--- config.mk ---
export PLATFORM = sky130hd
export DESIGN_NAME = uart_tx_arbiter
export DESIGN_NICKNAME = d
export VERILOG_FILES = /design/src/rtl/uart_tx_arbiter.sv
export SDC_FILE = /design/constraint.sdc
export NUM_CORES = 1
export LEC_CHECK = 0
export ABC_AREA = 1
export BUFFER_PORTS_ARGS = -buffer_cell sky130_fd_sc_hd__buf_4
export CAP_MARGIN = 20
export CORE_MARGIN = 2
export CORE_UTILIZATION = 30
export DETAILED_ROUTE_END_ITERATION = 8
export GPL_TIMING_DRIVEN = 0
export PLACE_DENSITY = 0.49
export SLEW_MARGIN = 20
export SYNTH_ARGS = -nofsm -noshare
export SYNTH_HDL_FRONTEND = slang
export SYNTH_SLANG_ARGS = --single-unit
--- constraint.sdc ---
create_clock -name clk -period 2.4 [get_ports clk]
set_input_delay 0.36 -clock clk [delete_from_list [all_inputs] [get_ports clk]]
set_output_delay 0.36 -clock clk [all_outputs]
set_load 0.02 [all_outputs]
--- src/rtl/uart_tx_arbiter.sv ---
// Round-robin arbiter sharing one UART_TX between N byte-stream requesters, with an idle gap after each frame.
// Optional packet lock (no interleaving of multi-byte packets) is enabled by defining UART_ARB_LOCK_EN.
module uart_tx_arbiter #(
  parameter int N          = 4,
  parameter int GAP_CYCLES = 8,
  parameter int GW         = 8
) (
  input  logic           clk,
  input  logic           nrst,
  input  logic [N-1:0]   req,
  input  logic [8*N-1:0] req_data,
`ifdef UART_ARB_LOCK_EN
  input  logic [N-1:0]   req_last,
`endif
  output logic [N-1:0]   req_ack,
  output logic           tx_start,
  output logic [7:0]     tx_data,
  input  logic           tx_ready,
  output logic [2:0]     grant_id,
  output logic           busy
);
  localparam int PW = (N > 1) ? $clog2(N) : 1;
  localparam logic [GW-1:0] GAP_LOAD = GW'((GAP_CYCLES > 0) ? GAP_CYCLES - 1 : 0);

  typedef enum logic [1:0] {IDLE, WAIT_LOW, WAIT_DONE, GAP} state_e;

  state_e        state_q, state_d;
  logic [PW-1:0] rr_q, rr_d;
  logic [GW-1:0] gap_q, gap_d;
  logic [1:0]    wl_q, wl_d;
  logic          tx_start_q, tx_start_d;
  logic [7:0]    tx_data_q, tx_data_d;
  logic [N-1:0]  req_ack_q, req_ack_d;
  logic [2:0]    grant_q, grant_d;
  logic          busy_q, busy_d;
`ifdef UART_ARB_LOCK_EN
  logic          lock_q, lock_d;
  logic [PW-1:0] lock_id_q, lock_id_d;
`endif

  logic [PW-1:0] base;
  logic [N-1:0]  elig;
  logic          win_ok;
  logic [PW-1:0] win_idx;

  function automatic logic [PW-1:0] inc_mod(input logic [PW-1:0] v);
    logic [PW-1:0] r;
    if (int'(v) >= N - 1) r = '0;
    else r = PW'(int'(v) + 1);
    return r;
  endfunction

  // Winner: first eligible request scanning upward from base, wrapping modulo N.
  always_comb begin
    int idx;
    base    = rr_q;
    elig    = req;
    win_ok  = 1'b0;
    win_idx = '0;
    idx     = 0;
`ifdef UART_ARB_LOCK_EN
    if (lock_q) begin
      if (req[lock_id_q]) begin
        elig            = '0;
        elig[lock_id_q] = 1'b1;
      end else begin
        base = inc_mod(lock_id_q);
      end
    end
`endif
    for (int i = 0; i < N; i++) begin
      idx = int'(base) + i;
      if (idx >= N) idx = idx - N;
      if (!win_ok && elig[idx]) begin
        win_ok  = 1'b1;
        win_idx = PW'(idx);
      end
    end
  end

  always_comb begin
    state_d    = state_q;
    rr_d       = rr_q;
    gap_d      = gap_q;
    wl_d       = wl_q;
    tx_start_d = 1'b0;
    req_ack_d  = '0;
    tx_data_d  = tx_data_q;
    grant_d    = grant_q;
`ifdef UART_ARB_LOCK_EN
    lock_d     = lock_q;
    lock_id_d  = lock_id_q;
`endif
    unique case (state_q)
      IDLE: begin
`ifdef UART_ARB_LOCK_EN
        if (lock_q && !req[lock_id_q]) begin
          lock_d = 1'b0;
          rr_d   = inc_mod(lock_id_q);
        end
`endif
        if (tx_ready && win_ok) begin
          tx_start_d         = 1'b1;
          req_ack_d[win_idx] = 1'b1;
          tx_data_d          = req_data[8*int'(win_idx) +: 8];
          grant_d            = 3'(win_idx);
          wl_d               = '0;
          state_d            = WAIT_LOW;
`ifdef UART_ARB_LOCK_EN
          if (req_last[win_idx]) begin
            lock_d = 1'b0;
            rr_d   = inc_mod(win_idx);
          end else begin
            lock_d    = 1'b1;
            lock_id_d = win_idx;
          end
`else
          rr_d = inc_mod(win_idx);
`endif
        end
      end
      // Time out after 4 cycles so a transmitter that never drops ready cannot stall us.
      WAIT_LOW: begin
        if (!tx_ready || wl_q == 2'd3) state_d = WAIT_DONE;
        else wl_d = wl_q + 2'd1;
      end
      WAIT_DONE: begin
        if (tx_ready) begin
          if (GAP_CYCLES == 0) begin
            state_d = IDLE;
          end else begin
            gap_d   = GAP_LOAD;
            state_d = GAP;
          end
        end
      end
      GAP: begin
        if (gap_q == '0) state_d = IDLE;
        else gap_d = gap_q - GW'(1);
      end
      default: state_d = IDLE;
    endcase
    busy_d = (state_d != IDLE);
  end

  always_ff @(posedge clk or negedge nrst) begin
    if (!nrst) begin
      state_q    <= IDLE;
      rr_q       <= '0;
      gap_q      <= '0;
      wl_q       <= '0;
      tx_start_q <= 1'b0;
      tx_data_q  <= '0;
      req_ack_q  <= '0;
      grant_q    <= '0;
      busy_q     <= 1'b0;
`ifdef UART_ARB_LOCK_EN
      lock_q     <= 1'b0;
      lock_id_q  <= '0;
`endif
    end else begin
      state_q    <= state_d;
      rr_q       <= rr_d;
      gap_q      <= gap_d;
      wl_q       <= wl_d;
      tx_start_q <= tx_start_d;
      tx_data_q  <= tx_data_d;
      req_ack_q  <= req_ack_d;
      grant_q    <= grant_d;
      busy_q     <= busy_d;
`ifdef UART_ARB_LOCK_EN
      lock_q     <= lock_d;
      lock_id_q  <= lock_id_d;
`endif
    end
  end

  assign tx_start = tx_start_q;
  assign tx_data  = tx_data_q;
  assign req_ack  = req_ack_q;
  assign grant_id = grant_q;
  assign busy     = busy_q;

endmodule

[Word-level counts from Yosys, hierarchy flattened]
Cells that the tools add are included.
Cells by class
  order comparisons: 11
  eq/ne operators: 8
  shift-type cells: 1
  mux-type cells: 42
  $add $sub $neg: 10
  reduce and logical (&&, ||, !) cells: 18
Operators by type and width (number)
  less-than comparator 32 x 4 -> 1 bit, second input constant: 4
  two-way mux 32 bit: 4
  variable part select 32 x 6 -> 8 bit: 1
  two-way mux 2 bit: 11
  two-way mux 8 bit: 2
  case mux 8 bit (2 select lines): 1
  two-way mux 1 bit: 15
  subtractor 3 x 3 -> 4 bit, second input constant: 3
  >= comparator 3 bit, second input constant: 3
  binary-select mux 1 bit (select 2 bit): 4
  logical NOT 8 bit: 1
  two-way mux 4 bit: 2
  inequality test 2 bit, second input constant: 4
  case mux 2 bit (4 select lines): 1
  subtractor 8 x 1 -> 8 bit, second input constant: 1
  adder 2 x 2 -> 3 bit, second input constant: 2
  == test 2 bit, second input constant: 3
  AND reduction 3 bit: 2
  nonzero test 2 bit: 3
  logical AND 1 bit: 5
  adder 2 x 1 -> 2 bit, second input constant: 2
  logical NOT 1 bit: 4
  case mux 2 bit (2 select lines): 1
  subtractor 2 x 3 -> 4 bit, second input constant: 1
  other kinds (10): 10
Storage, ports and cells
  output and inout port bits: 17
  bits in registers: 30
  input bits: 39
  word-level logic and storage cells: 99

[Depth between registers and ports, before layout]
  word-level depth: 21
  mapped depth: 15

[Worst setup path before layout]
Ideal clock, no wire load.
  path type: flip-flop to flip-flop
  start: register rr_q[0] (netlist: base[0])
  end: register rr_q[1] (netlist: base[1])
  cell stages (with the launch flop): 14
  arrival time: 1751 ps
  setup time: 130 ps
  slack: 519 ps
  cells stage by stage: dfrtp_1 buf_4 nand2_1 nand2_4 nand2_1 nand2_1 a21oi_1 nand2_2 nand2_4 buf_6 inv_2 ha_1 nand2_1 o21ai_0
Between the ends
  cells in the longest elaborated chain, start to end: 17
  elaborated cells between the ends (all ways): 46
  classes of those cells: add/sub: 8; order compare: 5; mux: 25; reduce/logical: 8
Ends and longest elaborated chain
  start, declared: line 28  | logic [PW-1:0] rr_q, rr_d;
  start signal, assigned: line 163  | rr_q <= rr_d;
  parallel branches: the longest is 17 deep, another holds subtractor 3 x 3 -> 4 bit
Several ways; the timed one is not identified. The select of a mux whose other input is x is not followed.
A chain may end at the register's enable or synchronous reset.

[Worst setup path in the final report]
Same ends and word-level chain as after synthesis.

==> summary.txt <==
Site Rows = 29
Pleak = 1.53 nW
Top cell by count, worst path = nand2_1
Number of gates resized after cts = 0
Routed WL = 4730 um
CP Data Arrival Time = 2260 ps
Via Count = 1857
Commonest cells in the netlist = 97 x nand2_1, 52 x inv_1, 40 x nand3_1
Global Route Usage Sum = 0.136
Die height = 85.7 um
Max clock buf depth = 2
Fmax = 0.476 GHz
Antenna diodes = 0
Sw frac = 0.500
Post-synth ARST share = 1.00
HP Class = in2async
R2R cell count = 13
Worst-path clk slew = 70 ps
Share of the synthesized area in the top cell type = 0.375
EDFF count, synth = 0
Worst skew pair latency = 280 ps
Library cells used by synthesis = 28
Synth Net Count = 339
Slowest CP cell = dfrtp_1
Final hold viol count = 9
Internal Dissipation = 1.70 mW
Crit end category = register
Nets = 400
Initial antenna violation count = 0
Stages on worst setup path = 13
CTS HTree Levels = 2
Unrepaired setup endpoints after global routing = false
Vias/cell = 4.28
Skew final = 5.02 ps
Slew Viols, Final = 0
Max_cap viols = 0
Synth Register Bits = 30
Net switching power = 1.70 mW
Post-DP HPWL = 3690 um
Flop pwr share = 0.243
CTS root buffer = clkbuf_8
Slowest Stage Delay on Critical Path = 400 ps
Top cells by area, synth = dfrtp_1 37%, nand2_1 18%, nand3_1 10%
Critical path startpoint category = register
Die Area = 7350 um^2
Main synth FF type = dfrtp_1
Initial core utilization = 0.314
Count of final setup violators = 0
Ports = 56
Area leader, netlist = dfrtp_1
Top-count cell post-synth = nand2_1
CTS hold repair buffers = 0
Die width = 85.7 um
Initial DRC Count = 76
Worst Setup EP = base[1]
Critical path buffers and inverters = 3
Worst setup path category = reg2reg
Vias in the first global route = 1797
Avg Inst Size Synth = 6.79 um^2
Post-CTS Setup Bufs = 0
Share of cells above drive strength 1 = 0.255
Power share of the clock group = 0.124
Combinational power share = 0.633
# port buffers = 54
Fillers = 695
Syn Inst Count = 295
R2r startpoint = base[0]
Critical-path maximum fanout = 10
DRC errors left = 0
Synthesized cell area = 2000 um^2
Final RePlAce weighted congestion = 0.737
First-pass DRT Iterations = 4
Period utilization = 0.875
Outcome = complete, but fails checks
Final min period = 2100 ps
Global-route wire length before repair = 8070 um
Register area share after synthesis = 0.375
Reg-to-reg critical path endpoint = base[1]
Register-to-register setup slack = 300 ps
Worst setup margin = 299 ps
CP top delay family = simple AND/OR/NAND/NOR gates
Worst vdd ir = 0.000614 V
Total congestion overflow = 0
Core area = 6390 um^2
Power per Cell Area = 1310 nW/um^2
CP cell instances = buf_4, nand2_1, nand2_4, nand2_1, nand2_1, a21oi_1, nand2_2, nand2_4, buf_6, inv_2, ha_1, nand2_1, o21ai_0
Routed Antenna Nets = 0
Hold WS = -1.45 ps
WL/cell = 10.9 um
Clk sinks = 30
Crit path from = base[0]
Largest net degree at the start of global routing = 31
Warnings from Yosys = 0
CTS tree = yes
Pre-CTS setup slack = 303 ps
Layout area overhead = 29.8%
Failing checks = negative hold slack
CTS Buf Count = 5
Setup TNS = 0 ps
Critical path required time = 2560 ps
[power groups by stage]
stage | Clock, mW | Combinational (mW) | Sequential, mW
after floorplan | 0 | 1.53 | 0.898
after global placement | 0 | 2.17 | 0.831
after detailed placement | 0 | 2.19 | 0.826
after CTS | 0.440 | 2.19 | 0.827
after global routing | 0.462 | 2.48 | 0.846
final | 0.423 | 2.16 | 0.827
[how the worst min path moves through the flow]
| stage | startpoint | to | slack (ps) | cells after the start |
|---|---|---|---|---|
| after detailed placement | nrst | busy | 320 | 1 |
| after CTS | nrst | req_ack[0] | 8 | 1 |
| after global placement | nrst | busy | 320 | 1 |
| after floorplan | nrst | base[0] | 60 | 0 |
| after global routing | nrst | wl_q[1] | 20 | 1 |
| final | nrst | busy | -1 | 1 |
[cell type report]
type                            count  area [um^2]  share of cell area
Buffer                              8         56.3              0.0217
Clock buffer                        6         82.6              0.0318
Clock inverter                      2         12.5             0.00481
Inverter                           56          210              0.0808
Multi-Input combinational cell    201          986               0.379
Sequential cell                    30          751               0.289
Tap cell                           77         96.3              0.0371
Timing Repair Buffer               54          405               0.156
[worst register-to-register path, cell delays in order, from the launching register on]
cell     delay [ps]
dfrtp_1         400
buf_4           180
nand2_1         100
nand2_4          80
nand2_1          70
nand2_1          60
a21oi_1         150
nand2_2         140
nand2_4         160
buf_6           160
inv_2            40
ha_1            280
nand2_1          70
o21ai_0          80
[placed cells by master, fill, tap and decap left out, types with 2 or more instances in the layout]
| cell type | count |
|---|---|
| dfrtp_1 | 30 |
| xor2_1 | 2 |
| buf_2 | 3 |
| nand2_1 | 97 |
| nor2_2 | 2 |
| nand4_1 | 2 |
| ha_1 | 5 |
| nor2_1 | 17 |
| o21ai_0 | 5 |
| a31oi_1 | 3 |
| inv_2 | 4 |
| nand3_2 | 3 |
| nor3_1 | 2 |
| a21oi_1 | 6 |
| nand3_1 | 40 |
| nand2_2 | 5 |
| buf_4 | 58 |
| inv_1 | 52 |
| clkbuf_8 | 6 |
| o21ai_2 | 2 |
| nand2_4 | 3 |
[kinds of logic after synthesis]
logic type / synth area share
XOR/XNOR: 0.00875
adder cells (fa/ha/maj): 0.0312
AO/OA/AOI/OAI: 0.0481
flip-flops: 0.375
AND/OR/NAND/NOR: 0.402
other: 0.00187
buffers and inverters: 0.133
[sequential cells by signal, summed over array words and instances, names as in the netlist]
signal    count
base          2
busy          1
gap_q         8
grant_id      2
req_ack       4
state_q       2
tx_data       8
tx_start      1
wl_q          2
[metrics by stage]
stage	power, mW	util	std cells	area (um^2)	hold WS [ps]
after CTS	3.46	0.407	434	2600	8.13
after detailed placement	3.02	0.392	426	2500	317
after global routing	3.79	0.407	434	2600	19.9
final	3.41	0.407	434	2600	-1.45
after floorplan	2.43	-	295	2000	64.4
after global placement	3.00	0.392	426	2500	316
[per-layer routing]
| metal | vias to the layer above | global-route usage | share of wire |
|---|---|---|---|
| li1 | 1021 | - | - |
| met2 | 46 | 0.215 | 0.44 |
| met1 | 784 | 0.182 | 0.50 |
| met3 | 6 | 0.0327 | 0.046 |
| met5 | - | 0 | 0 |
| met4 | 0 | 0.0433 | 0.012 |
Power figures use the tool's default switching activity.
